$ cat src/rtl/bp_io_cmd_arbiter.sv
// Round-robin arbiter that funnels requester commands onto one IO link
// and routes in-order link responses back to the issuing requester.
module bp_io_cmd_arbiter #(
   parameter int num_req_p         = 2,
   parameter int msg_width_p       = 128,
   parameter int max_outstanding_p = 4,
   localparam int cnt_w = $clog2(max_outstanding_p + 1)
) (
   input  logic                             clk_i,
   input  logic                             reset_i,
   input  logic [num_req_p*msg_width_p-1:0] cmd_i,
   input  logic [num_req_p-1:0]             cmd_v_i,
   output logic [num_req_p-1:0]             cmd_ready_o,
   output logic [msg_width_p-1:0]           resp_o,
   output logic [num_req_p-1:0]             resp_v_o,
   input  logic [num_req_p-1:0]             resp_yumi_i,
   output logic [msg_width_p-1:0]           io_cmd_o,
   output logic                             io_cmd_v_o,
   input  logic                             io_cmd_ready_i,
   input  logic [msg_width_p-1:0]           io_resp_i,
   input  logic                             io_resp_v_i,
   output logic                             io_resp_yumi_o,
   output logic [cnt_w-1:0]                 outstanding_o,
   output logic                             error_o
);

   localparam int id_w = $clog2(num_req_p);
   localparam int aw   = (max_outstanding_p > 1) ? $clog2(max_outstanding_p) : 1;

   logic [id_w-1:0]  ptr_r;
   logic             lock_v_r;
   logic [id_w-1:0]  lock_id_r;
   logic [id_w-1:0]  id_mem [max_outstanding_p];
   logic [aw-1:0]    wr_ptr_r;
   logic [aw-1:0]    rd_ptr_r;
   logic [cnt_w-1:0] count_r;
   logic             error_r;

   logic [id_w-1:0]  scan_id;
   logic [id_w-1:0]  winner;
   logic [id_w-1:0]  head;
   logic             credit;
   logic             empty;
   logic             push;
   logic             pop;

   always_comb begin
      scan_id = ptr_r;
      for (int i = num_req_p - 1; i >= 0; i--) begin
         int k;
         k = int'(ptr_r) + i;
         if (k >= num_req_p) k = k - num_req_p;
         // Walking downward lets the nearest valid requester win last.
         if (cmd_v_i[k]) scan_id = id_w'(k);
      end
   end

   assign winner = lock_v_r ? lock_id_r : scan_id;
   assign credit = count_r < cnt_w'(max_outstanding_p);
   assign empty  = (count_r == '0);
   assign head   = id_mem[rd_ptr_r];

   assign io_cmd_v_o = !reset_i && (|cmd_v_i) && credit;
   assign io_cmd_o   = cmd_i[winner*msg_width_p +: msg_width_p];
   assign push       = io_cmd_v_o && io_cmd_ready_i;

   always_comb begin
      cmd_ready_o = '0;
      if (!reset_i && io_cmd_ready_i && credit) cmd_ready_o[winner] = 1'b1;
   end

   always_comb begin
      resp_v_o = '0;
      if (!reset_i && !empty) resp_v_o[head] = io_resp_v_i;
   end

   assign resp_o         = io_resp_i;
   assign io_resp_yumi_o = !reset_i && !empty && io_resp_v_i && resp_yumi_i[head];
   assign pop            = io_resp_yumi_o;
   assign outstanding_o  = count_r;
   assign error_o        = error_r;

   always_ff @(posedge clk_i or posedge reset_i) begin
      if (reset_i) begin
         ptr_r     <= '0;
         lock_v_r  <= 1'b0;
         lock_id_r <= '0;
      end else if (push) begin
         ptr_r    <= (winner == id_w'(num_req_p - 1)) ? '0 : winner + 1'b1;
         lock_v_r <= 1'b0;
      end else if (io_cmd_v_o) begin
         lock_v_r  <= 1'b1;
         lock_id_r <= winner;
      end
   end

   always_ff @(posedge clk_i) begin
      if (push) id_mem[wr_ptr_r] <= winner;
   end

   always_ff @(posedge clk_i or posedge reset_i) begin
      if (reset_i) begin
         wr_ptr_r <= '0;
         rd_ptr_r <= '0;
         count_r  <= '0;
      end else begin
         if (push)
            wr_ptr_r <= (wr_ptr_r == aw'(max_outstanding_p - 1)) ? '0 : wr_ptr_r + 1'b1;
         if (pop)
            rd_ptr_r <= (rd_ptr_r == aw'(max_outstanding_p - 1)) ? '0 : rd_ptr_r + 1'b1;
         unique case ({push, pop})
            2'b10:   count_r <= count_r + 1'b1;
            2'b01:   count_r <= count_r - 1'b1;
            default: count_r <= count_r;
         endcase
      end
   end

   always_ff @(posedge clk_i or posedge reset_i) begin
      if (reset_i) error_r <= 1'b0;
      else if (io_resp_v_i && empty) error_r <= 1'b1;
   end

endmodule

$ cat config.mk
export PLATFORM = sky130hd
export DESIGN_NAME = bp_io_cmd_arbiter
export DESIGN_NICKNAME = d
export VERILOG_FILES = /design/src/rtl/bp_io_cmd_arbiter.sv
export SDC_FILE = /design/constraint.sdc
export NUM_CORES = 1
export LEC_CHECK = 0
export BUFFER_PORTS_ARGS = -buffer_cell sky130_fd_sc_hd__buf_2
export CAP_MARGIN = 20
export CORE_AREA = 2 2 254 256
export DETAILED_ROUTE_END_ITERATION = 10
export DIE_AREA = 0 0 256 258
export GPL_TIMING_DRIVEN = 0
export PLACE_DENSITY = 0.32
export SETUP_SLACK_MARGIN = 0.2
export SLEW_MARGIN = 20
export SYNTH_ARGS = -nofsm -noshare
export SYNTH_HDL_FRONTEND = slang
export SYNTH_SLANG_ARGS = --single-unit
$ cat constraint.sdc
create_clock -name clk_i -period 2.5 [get_ports clk_i]
set_input_delay 0.375 -clock clk_i [delete_from_list [all_inputs] [get_ports clk_i]]
set_output_delay 0.375 -clock clk_i [all_outputs]
set_load 0.01 [all_outputs]
After elaboration in Yosys (flattened, before gate mapping) --
Memories as Yosys holds them, arrays and structs flattened. Index checks and enable logic that the tools add are counted. W data, S select, Z words.
Storage, ports and cells: register bits after elaboration 11, RAM bits 4, input port bits 392, word-level logic and storage cells 77, memories 1
Cells by class: add/sub/neg operators 8, magnitude comparators 9, equality and inequality tests 4, shift operators 1, mux-type cells 27, bitwise operators 2, reduce and logical (&&, ||, !) cells 18
Memories:
- id_mem | words 4, bits a word 1, rd ports 1, clocked after memory_dff 0, wr ports 1, RTL line 33 | logic [id_w-1:0] id_mem [max_outstanding_p];
Operators by type and width (count):
- $shiftx A256 B9 Y128 | 1
- $lt A32 B3 Y1 const B | 2
- $mux W32 | 2
- $mux W1 | 18
- $logic_and A1 B1 Y1 | 11
- $mux W2 | 4
- $eq A2 B2 Y1 const B | 3
- $pmux W3 S2 | 1
- $add A2 B1 Y2 const B | 2
- $lt A1 B2 Y1 const B | 2
- $reduce_bool A2 Y1 | 2
- $add A3 B1 Y3 const B | 1
- $logic_not A3 Y1 | 1
- $lt A3 B3 Y1 const B | 1
- $sub A1 B2 Y3 const B | 1
- $sub A2 B2 Y3 const B | 1
- $sub A3 B1 Y3 const B | 1
- $add A1 B1 Y2 const B | 1
- $and A2 B2 Y2 | 1
- $demux W1 S1 | 2
- $eq A2 B1 Y1 const B | 1
- $ge A1 B1 Y1 const B | 2
- $ge A1 B2 Y1 const B | 1
- $ge A2 B2 Y1 const B | 1
- 5 further kinds | 6

Logic depth before layout (Yosys ltp) --
Gate-level depths: netlist (run 1).
word-level depth 14, mapped depth 10

Worst setup path before layout (run 1) --
No wires, ideal clock.
path type reg-to-reg, start point register rd_ptr_r[0], end point register count_r[2] (netlist: outstanding_o[2]), library setup time 0.079 ns, arrival time 2.368 ns, data required time 2.421 ns, setup slack 0.053 ns, cell stages (with the launch flop) 10, path buffers 0, path through dfrtp_1 mux4_2 mux2i_1 nor2_1 ha_1 inv_1 fa_1 xor2_1 nor2_1 xor2_1
Between the ends: cells in the longest elaborated chain, start to end 6, elaborated cells between the ends (all ways) 8, classes of those cells 2 x eq/ne; 3 x mux; 2 x reduce/logical; 1 x memory
RTL lines:
- start: declaration | RTL line 35 | logic [aw-1:0] rd_ptr_r;
- start signal: assignment | RTL line 110 | rd_ptr_r <= (rd_ptr_r == aw'(max_outstanding_p - 1)) ? '0 : rd_ptr_r + 1'b1;
- $mem_v2 Z4 W1 *
- $mux W1 (not written as such) * (2 in a row) | RTL line 78 | assign io_resp_yumi_o = !reset_i && !empty && io_resp_v_i && resp_yumi_i[head];
- $logic_and A1 B1 Y1 * | RTL line 78
- named net io_resp_yumi_o | RTL line 22 | output logic io_resp_yumi_o,
- $eq A2 B1 Y1 or $eq A2 B2 Y1 (tied branches) | RTL line 111 | unique case ({push, pop})
- $pmux W3 S2 or $reduce_bool A2 Y1 (tied branches)
- end signal: assignment | RTL line 112 | 2'b10: count_r <= count_r + 1'b1;
- end signal: assignment | RTL line 113 | 2'b01: count_r <= count_r - 1'b1;
- end signal: assignment | RTL line 114 | default: count_r <= count_r;
- end: declaration | RTL line 36 | logic [cnt_w-1:0] count_r;
Mark *: on every way through the listed nets, which the timed path passes. The rest lies on a longest branch. The select of a mux whose other input is x is not followed. A chain may end at the register's enable or synchronous reset.

Worst setup path in the final report (run 1) --
start point register ptr_r, end point output io_cmd_o[98]
Between the ends: cells in the longest elaborated chain, start to end 10, elaborated cells between the ends (all ways) 17, classes of those cells 3 x add/sub; 2 x order compare; 1 x shift; 11 x mux
RTL lines:
- start: declaration | RTL line 30 | logic [id_w-1:0] ptr_r;
- start signal: assignment | RTL line 89 | ptr_r <= (winner == id_w'(num_req_p - 1)) ? '0 : winner + 1'b1;
- $add A1 B1 Y2 | RTL line 51 | k = int'(ptr_r) + i;
- $sub A2 B2 Y3 or $ge A2 B2 Y1 (tied branches) | RTL line 52 | if (k >= num_req_p) k = k - num_req_p;
- $mux W32 | RTL line 52
- $mux W1 (not written as such) (3 in a row) | RTL line 54 | if (cmd_v_i[k]) scan_id = id_w'(k);
- $mux W1 | RTL line 54
- $mux W1 * | RTL line 54
- $mux W1 * | RTL line 58 | assign winner = lock_v_r ? lock_id_r : scan_id;
- $shiftx A256 B9 Y128 * | RTL line 64 | assign io_cmd_o = cmd_i[winner*msg_width_p +: msg_width_p];
- end: declaration | RTL line 17 | output logic [msg_width_p-1:0] io_cmd_o,
Every way passes the cells marked *; elsewhere a longest branch is shown, timed or not. The select of a mux whose other input is x is not followed.

==> results of run 1 <==
-- sequential cells by signal, summed over array words and instances, names as in the netlist --
name / flops
rd_ptr_r: 2
ptr_r: 1
error_o: 1
lock_id_r: 1
lock_v_r: 1
wr_ptr_r: 2
id_mem: 4
outstanding_o: 3
-- metal layers --
metal / GRT usage (%) / up-vias / share of wire [%]
li1: - / 2160 / -
met1: 5.023 / 2166 / 31
met2: 11.66 / 395 / 55
met3: 1.099 / 53 / 7.9
met4: 3.525 / 0 / 6.2
met5: 0 / - / 0
-- worst paths after layout --
kind	startpoint	to	slack (ps)	depth (start not counted)
hold reg to reg	error_o	error_o	460	1
min in group clk_i	io_resp_v_i	error_o	350	2
hold / removal	reset_i	rd_ptr_r[1]	190	2
max in group asynchronous	reset_i	wr_ptr_r[0]	1970	2
setup / recovery	ptr_r	io_cmd_o[98]	-70	8
setup reg to reg	rd_ptr_r[0]	outstanding_o[2]	250	9
-- power by group through the flow --
stage	Combinational [mW]	Sequential, mW	Clock [mW]
floorplan	2.49	0.460	0
global placement	4.26	0.464	0
detailed placement	4.23	0.469	0
CTS	6.18	0.461	0.322
global route	8.28	0.480	0.333
finish	7.89	0.459	0.311
-- worst max-delay path: stages (launching register included) --
cell and delay (ps):
dfrtp_1 370, maj3_2 330, mux2i_4 170, buf_12 140, buf_12 120, buf_12 160
clkbuf_16 180, mux2_4 330, buf_6 130
-- cells in the final DEF, fill, tap and decap left out, types with 2 or more instances in the layout --
cell type,synthesis,layout
and2_1,4,4
buf_12,0,17
buf_16,0,6
buf_2,5,411
buf_4,136,138
buf_6,1,118
clkbuf_16,0,12
dfrtp_1,11,11
diode_2,0,7
edfxtp_1,4,4
ha_1,6,5
inv_1,9,7
inv_2,0,2
mux2_1,78,7
mux2_2,55,4
mux2_4,0,122
mux2i_1,2,2
nor2_1,13,11
nor2_2,0,2
nor3_1,2,2
xor2_1,2,2
-- timing repair --
action	in CTS	in global routing
buffers inserted	13	4
resized for setup	153	160
endpoints found under the setup margin	131	132
pin swaps	5	4
cloned	3	9
-- layout make-up --
type | instances | share of cell area, %
antenna | 7 | 0.1936
timing repair buffer | 558 | 43.29
inverter | 9 | 0.3734
tap | 855 | 11.83
clock buffer | 4 | 0.8714
buffer | 142 | 13.83
sequential | 15 | 4.371
multi-input combinational | 173 | 25.24
-- logic make-up after synthesis --
logic type                 after synthesis  share of synthesized area, %
xor gates and xnor gates                 3                        0.7959
adders and majority gates                8                         3.221
AOI/OAI and AO/OA                        2                        0.3789
DFF                                     15                         11.97
muxes                                  137                         47.33
and+or+nand+nor                         23                         3.259
buffers and inverters                  151                         33.04
-- stage by stage --
step	util (%)	cells	total power, mW	hold slack, ps
2_1_floorplan	-	339	2.953	235.7
3_3_place_gp	11.03	1723	4.723	438.4
3_5_place_dp	11.03	1723	4.701	450.4
4_1_cts	12.58	1743	6.959	208.6
5_1_grt	14.21	1762	9.091	242.8
6_report	14.21	1763	8.658	189.9
==> results.cfg, run 1 <==
[synthesis]
synth-edff-count = 4
yosys.area.top_type = buf_4
syn_nets = 738
synth_area_leaders = buf_4 (31%), mux2_1 (27%), mux2_2 (19%)
synth_area_um2 = 3302
ys_warn_count = 0
yosysSeqAreaShare_pct = 11.97
synth_top_cell_area_share_pct = 30.92
yosysMostFrequentCell = buf_4
avgSynthCellArea_um2 = 9.740
ys_types = 25
async_flop_share_pct = 73.33
synth_cells = 339
synthTopCellsByCount = buf_4 (136), mux2_1 (78), mux2_2 (55)
synth_flop_cell = dfrtp_1
ys_ff_latch = 15

[floorplan]
initial_core_util_pct = 5.188
ios = 658
dieArea_um2 = 66050
die_h_um = 258
core_um2 = 63650
num_rows = 93
die_x_um = 256

[setup_path]
startpoint_type = register
arrival_ps = 2200
crit_type = register to output port
crit_path_end_kind = output port
cp_max_fo = 8
crit_required_ps = 2120

[sta]
maxSlewHeadroom_pct = 65.61
layout_setup_ws_ps = -71.01
tns_ps = -2429
slew_viol_final = 0
finalSetupViolations = 90
hold_viol_final = 0
fin_crit_sh_pct = 102.8
fmax_mhz = 389.0
rsz0062_at_grt = yes
fin_crit_ps = 2571
clock_skew_ps = 2.204
tightest_slew_ps = 515.3

[global_routing]
overflow = 0
grt_pass1_wl_um = 27810
antenna_found_initial = 11
grt_max_degree = 13
grt_pass1_vias = 4625
grt_usage_pct = 5.685

[placed_design]
place_worst_setup_slack_ps = -526.0
io_buffers = 529
placed_cell_area_um2 = 7022
dpl.hpwl_um = 18300
gp_congestion = 0.8832

[clock_tree]
cts_root_buf = clkbuf_16
clk_path_buf_depth = 2
cts_made_buffers = 3
cts.sinks = 15
clk_latency_ps = 240
h-tree-depth = 1
clk_pin_slew_ps = 50
cts-hold-fix-buffers = 0
cts_tree = built

[cells_and_area]
layout-drive-gt1-share_pct = 93.01
multi_input_area_um2 = 2283
fin_nets = 1301
fill_cells = 7221
seqCellArea_um2 = 395.4
design_area_um2 = 9046
areaGrowthSynthToFinish_pct = 174.0

[route]
drc = 0
drt-pass1-iter-count = 4
antenna_left = 0
post_drt_wl_per_cell_um = 13.12
vias = 4774
drt-initial-drc-count = 100
routed_wl_um = 23140
vias_per_cell = 2.708

[power]
intPower_mw = 5.443
seq_power_share_pct = 5.3
switchingPower_mw = 3.215
cellLeakagePower_nw = 4.747
netSwitchingFraction_pct = 37.14
vdd_drop_max_v = 0.0005299
power_density_nw_per_um2 = 957.1
pwr-share-comb_pct = 91.1
p_clk_share_pct = 3.6

[hold_path]
min_path_type = input port to async pin

[run]
max-cap-violations = 0

[run_status]
violations = negative setup slack
status = finished, violations left
No activity file was read; power rests on OpenSTA's default activity.
==> run 2: changes to the inputs <==
==> constraint.sdc (replaced) <==
create_clock -name clk_i -period 2.5 [get_ports clk_i]
set_input_delay 0.5 -clock clk_i [delete_from_list [all_inputs] [get_ports clk_i]]
set_output_delay 0.5 -clock clk_i [all_outputs]
set_load 0.01 [all_outputs]
==> results.cfg, run 2 (synthesis results as in run 1) <==
[run_status]
status = finished, violations left
violations = negative setup slack

[cells_and_area]
largest_register_ffs = 4
fill_cells = 7237
final_common_cell = buf_2
design_area_um2 = 8941
fin_nets = 1302
areaGrowthSynthToFinish_pct = 170.8
multi_input_area_um2 = 2246
seqCellArea_um2 = 395.4
final_cell_mix = buf_2 (420), buf_4 (139), mux2_4 (112), buf_6 (111), buf_12 (16)
layout-drive-gt1-share_pct = 93.24
top_register = id_mem

[setup_path]
crit_path_start = ptr_r
r2r_start = rd_ptr_r[0]
cp.buffers_inverters = 5
regToRegSetupSlack_ps = 230
critPathSlowestCell = dfrtp_1
arrival_ps = 2210
critPathMostFrequentCell = buf_16
cp_max_fo = 8
crit_path_end_kind = output port
cp_cell_sequence = maj3_2 -> mux2i_4 -> buf_12 -> buf_16 -> buf_16 -> clkbuf_16 -> mux2_4 -> buf_6
slowest_delay_ps = 370
startpoint_type = register
critPathTopFamily = buffers and inverters
crit_required_ps = 2000
crit_type = register to output port

[floorplan]
dieArea_um2 = 66050
ios = 658
die_h_um = 258
die_x_um = 256
num_rows = 93
initial_core_util_pct = 5.188
core_um2 = 63650

[global_routing]
grt_pass1_vias = 4612
antenna_found_initial = 11
overflow = 0
grt_max_degree = 13
grt_pass1_wl_um = 27720
grt_usage_pct = 5.669

[clock_tree]
cts.sinks = 15
cts_root_buf = clkbuf_16
cts_made_buffers = 3
cts-hold-fix-buffers = 0
clk_path_buf_depth = 2
cts_tree = built
clk_latency_ps = 240
h-tree-depth = 1
clk_pin_slew_ps = 50

[sta]
tns_ps = -17630
hold_slack_ps = 239.0
hold_viol_final = 0
maxSlewHeadroom_pct = 72.46
finalSetupViolations = 130
fin_crit_ps = 2712
rsz0062_at_grt = yes
layout_setup_ws_ps = -211.9
fmax_mhz = 368.7
tightest_slew_ps = 409.3
clock_skew_ps = 2.208
slew_viol_final = 0
fin_crit_sh_pct = 108.5

[hold_path]
min_path_type = input port to async pin

[placed_design]
placed_cell_area_um2 = 7022
gp_congestion = 0.8832
io_buffers = 529
dpl.hpwl_um = 18300

[route]
vias = 4701
drc = 0
post_drt_wl_per_cell_um = 13.00
antenna_left = 0
vias_per_cell = 2.665
drt-pass1-iter-count = 4
drt-initial-drc-count = 139
routed_wl_um = 22930

[power]
vdd_drop_max_v = 0.0005819
power_density_nw_per_um2 = 940.6
cellLeakagePower_nw = 4.676

[run]
max-cap-violations = 0
==> run 2: cell types whose count changed in the layout (fill, tap and decap cells not counted), sizes merged <==
cell | before | now
clkbuf | 13 | 12
clkinvlp | 0 | 1
inv | 9 | 8
buf | 691 | 693
==> run 2: layer usage <==
metal | GRT usage, % | vias to the layer above | share of wire, %
li1 | - | 2164 | -
met1 | 4.994 | 2109 | 31
met2 | 11.63 | 383 | 55
met3 | 1.109 | 45 | 7.9
met4 | 3.525 | 0 | 5.9
met5 | 0 | - | 0
==> run 2: repair_timing <==
action                                  4_1_cts  5_1_grt
resized for setup                           150      143
endpoints found under the hold margin         0        0
pin swaps                                     5        4
gates cloned                                  3        8
setup buffers                                13        6
endpoints found under the setup margin      131      133
==> run 2: worst register-to-register path: stages, from the launching register on <==
cell and delay [ps]:
dfrtp_1 370, mux4_2 550, mux2i_1 150, nor2_2 140, ha_2 210, inv_2 40
fa_2 330, xor2_1 140, nor2_1 110, xor2_1 150
==> run 2: worst paths after layout <==
path	cells after the start	end
setup / recovery	8	io_cmd_o[31]
hold reg to reg	1	error_o
setup reg to reg	9	outstanding_o[2]
max in group asynchronous	2	wr_ptr_r[0]
hold / removal	2	rd_ptr_r[1]
min in group clk_i	1	error_o
==> run 2: power breakdown <==
| part | leakage, nW | internal, mW | switching (mW) |
|---|---|---|---|
| registers | 0.162 | 0.363 | 0.0959 |
| logic | 4.48 | 4.69 | 2.95 |
| clock network | 0.0382 | 0.216 | 0.0947 |
==> run 2: per-stage QoR <==
| step | std cells | total power, mW | setup slack [ps] | util, % |
|---|---|---|---|---|
| after floorplan | 339 | 2.953 | 155.1 | - |
| after global placement | 1723 | 4.723 | -743.1 | 11.03 |
| after detailed placement | 1723 | 4.701 | -776.0 | 11.03 |
| after CTS | 1743 | 6.918 | -242.0 | 12.56 |
| after global routing | 1763 | 8.862 | -303.5 | 14.04 |
| final | 1764 | 8.410 | -211.9 | 14.05 |
==> run 2: area by class of cell <==
class | count | area share (%)
Timing Repair Buffer | 559 | 43.17
Multi-Input combinational cell | 173 | 25.12
Buffer | 142 | 13.83
Inverter | 9 | 0.4198
Clock buffer | 4 | 0.8816
Sequential cell | 15 | 4.422
Tap cell | 855 | 11.96
Antenna cell | 7 | 0.1959
==> run 3: changes to the inputs <==
PLACE_DENSITY = 0.35   (was 0.32)
==> results.cfg, run 3 (synthesis results as in run 1) <==
[run_status]
status = finished, violations left
violations = negative setup slack

[floorplan]
die_x_um = 256
die_h_um = 258
core_um2 = 63650
num_rows = 93
initial_core_util_pct = 5.188
dieArea_um2 = 66050
ios = 658

[clock_tree]
cts_made_buffers = 3
clk_latency_ps = 240
clk_path_buf_depth = 2
cts_tree = built
cts_root_buf = clkbuf_16
clk_pin_slew_ps = 50
cts-hold-fix-buffers = 0
cts.sinks = 15
h-tree-depth = 1

[setup_path]
r2r_start = rd_ptr_r[0]
crit_path_end_kind = output port
cp_max_fo = 6
startpoint_type = register
reg2reg_depth = 9
crit_type = register to output port
arrival_ps = 2140
crit_path_start = ptr_r
r2r-end = outstanding_o[2]
crit_required_ps = 2000
regToRegSetupSlack_ps = 220

[power]
cellLeakagePower_nw = 4.546
power_density_nw_per_um2 = 904.6
finalPower_mw = 7.906
vdd_drop_max_v = 0.0005607

[run]
max-cap-violations = 0

[cells_and_area]
stdcell_count = 1759
top_register = id_mem
layout-drive-gt1-share_pct = 92.95
areaGrowthSynthToFinish_pct = 164.7
largest_register_ffs = 4
multi_input_area_um2 = 2215
final_cell_mix = buf_2 (426), buf_4 (135), buf_6 (106), mux2_4 (101), mux2_2 (21)
fill_cells = 7246
fin_nets = 1294
seqCellArea_um2 = 395.4
final_common_cell = buf_2
final_util_pct = 13.73
design_area_um2 = 8740

[global_routing]
grt_pass1_wl_um = 28040
grt_usage_pct = 5.610
grt_max_degree = 13
overflow = 0
grt_pass1_vias = 4803
antenna_found_initial = 10

[placed_design]
dpl.hpwl_um = 17620
dp.cells = 1723
gp_congestion = 0.8803
placed_cell_area_um2 = 7022
io_buffers = 529

[hold_path]
min_path_type = input port to async pin

[sta]
slew_viol_final = 0
clock_skew_ps = 2.866
rsz0062_at_grt = yes
fin_crit_sh_pct = 105.5
layout_setup_ws_ps = -136.6
tns_ps = -8564
fin_crit_ps = 2637
finalSetupViolations = 127
maxSlewHeadroom_pct = 75.91
hold_viol_final = 0
tightest_slew_ps = 358.1
fmax_mhz = 379.3

[route]
wl_met1_um = 6517
vias_per_cell = 2.662
top_layer = met4
drt-pass1-iter-count = 4
wl_met2_um = 11010
met3_length_um = 2348
routed_wl_um = 21390
antenna_left = 0
vias = 4683
post_drt_wl_per_cell_um = 12.16
drt-initial-drc-count = 126
drc = 0
-- run 3: critical path: stages, from the launching register on --
cell,delay [ps]
dfrtp_1,390
maj3_2,320
mux2i_4,170
buf_12,170
buf_12,150
buf_6,110
buf_12,110
mux2_4,330
buf_6,130
-- run 3: layout make-up --
cell class,instances,area share [%]
Tap cell,855,12.24
Inverter,9,0.5154
Buffer,142,14.17
Sequential cell,15,4.524
Clock buffer,3,0.8590
Timing Repair Buffer,551,42.00
Antenna cell,10,0.2863
Multi-Input combinational cell,173,25.34
Clock inverter,1,0.05727
-- run 3: how the worst max path moves through the flow --
stage                             endpoint  slack (ps)
after floorplan           outstanding_o[2]         160
after global placement        io_cmd_o[62]        -540
after detailed placement      io_cmd_o[62]        -580
after CTS                     io_cmd_o[68]        -160
after global routing          io_cmd_o[46]        -230
final                         io_cmd_o[46]        -140
-- run 3: what timing repair did --
item,4_1_cts,5_1_grt
cloned,5,3
gates resized for setup,238,43
pin swaps,6,3
setup endpoints to repair,131,133
buffers inserted,11,3
-- run 3: per-stage QoR --
stage / setup slack, ps / hold slack [ps]
3_3_place_gp: -539.1 / 447.4
3_5_place_dp: -580.7 / 445.4
2_1_floorplan: 155.1 / 360.7
5_1_grt: -231.1 / 257.1
6_report: -136.6 / 238.0
4_1_cts: -160.3 / 334.6
-- run 3: power breakdown --
part	switching (mW)	internal (mW)	leakage, nW
Sequential	0.102	0.363	0.162
Combinational	2.79	4.34	4.34
Clock	0.0969	0.213	0.0409
Total	2.99	4.92	4.55
-- run 3: metal layers --
layer | track usage [%] | vias to the layer above
li1 | - | 2152
met5 | 0 | -
met1 | 4.922 | 2093
met4 | 4.321 | 0
met2 | 10.45 | 392
met3 | 2.012 | 46
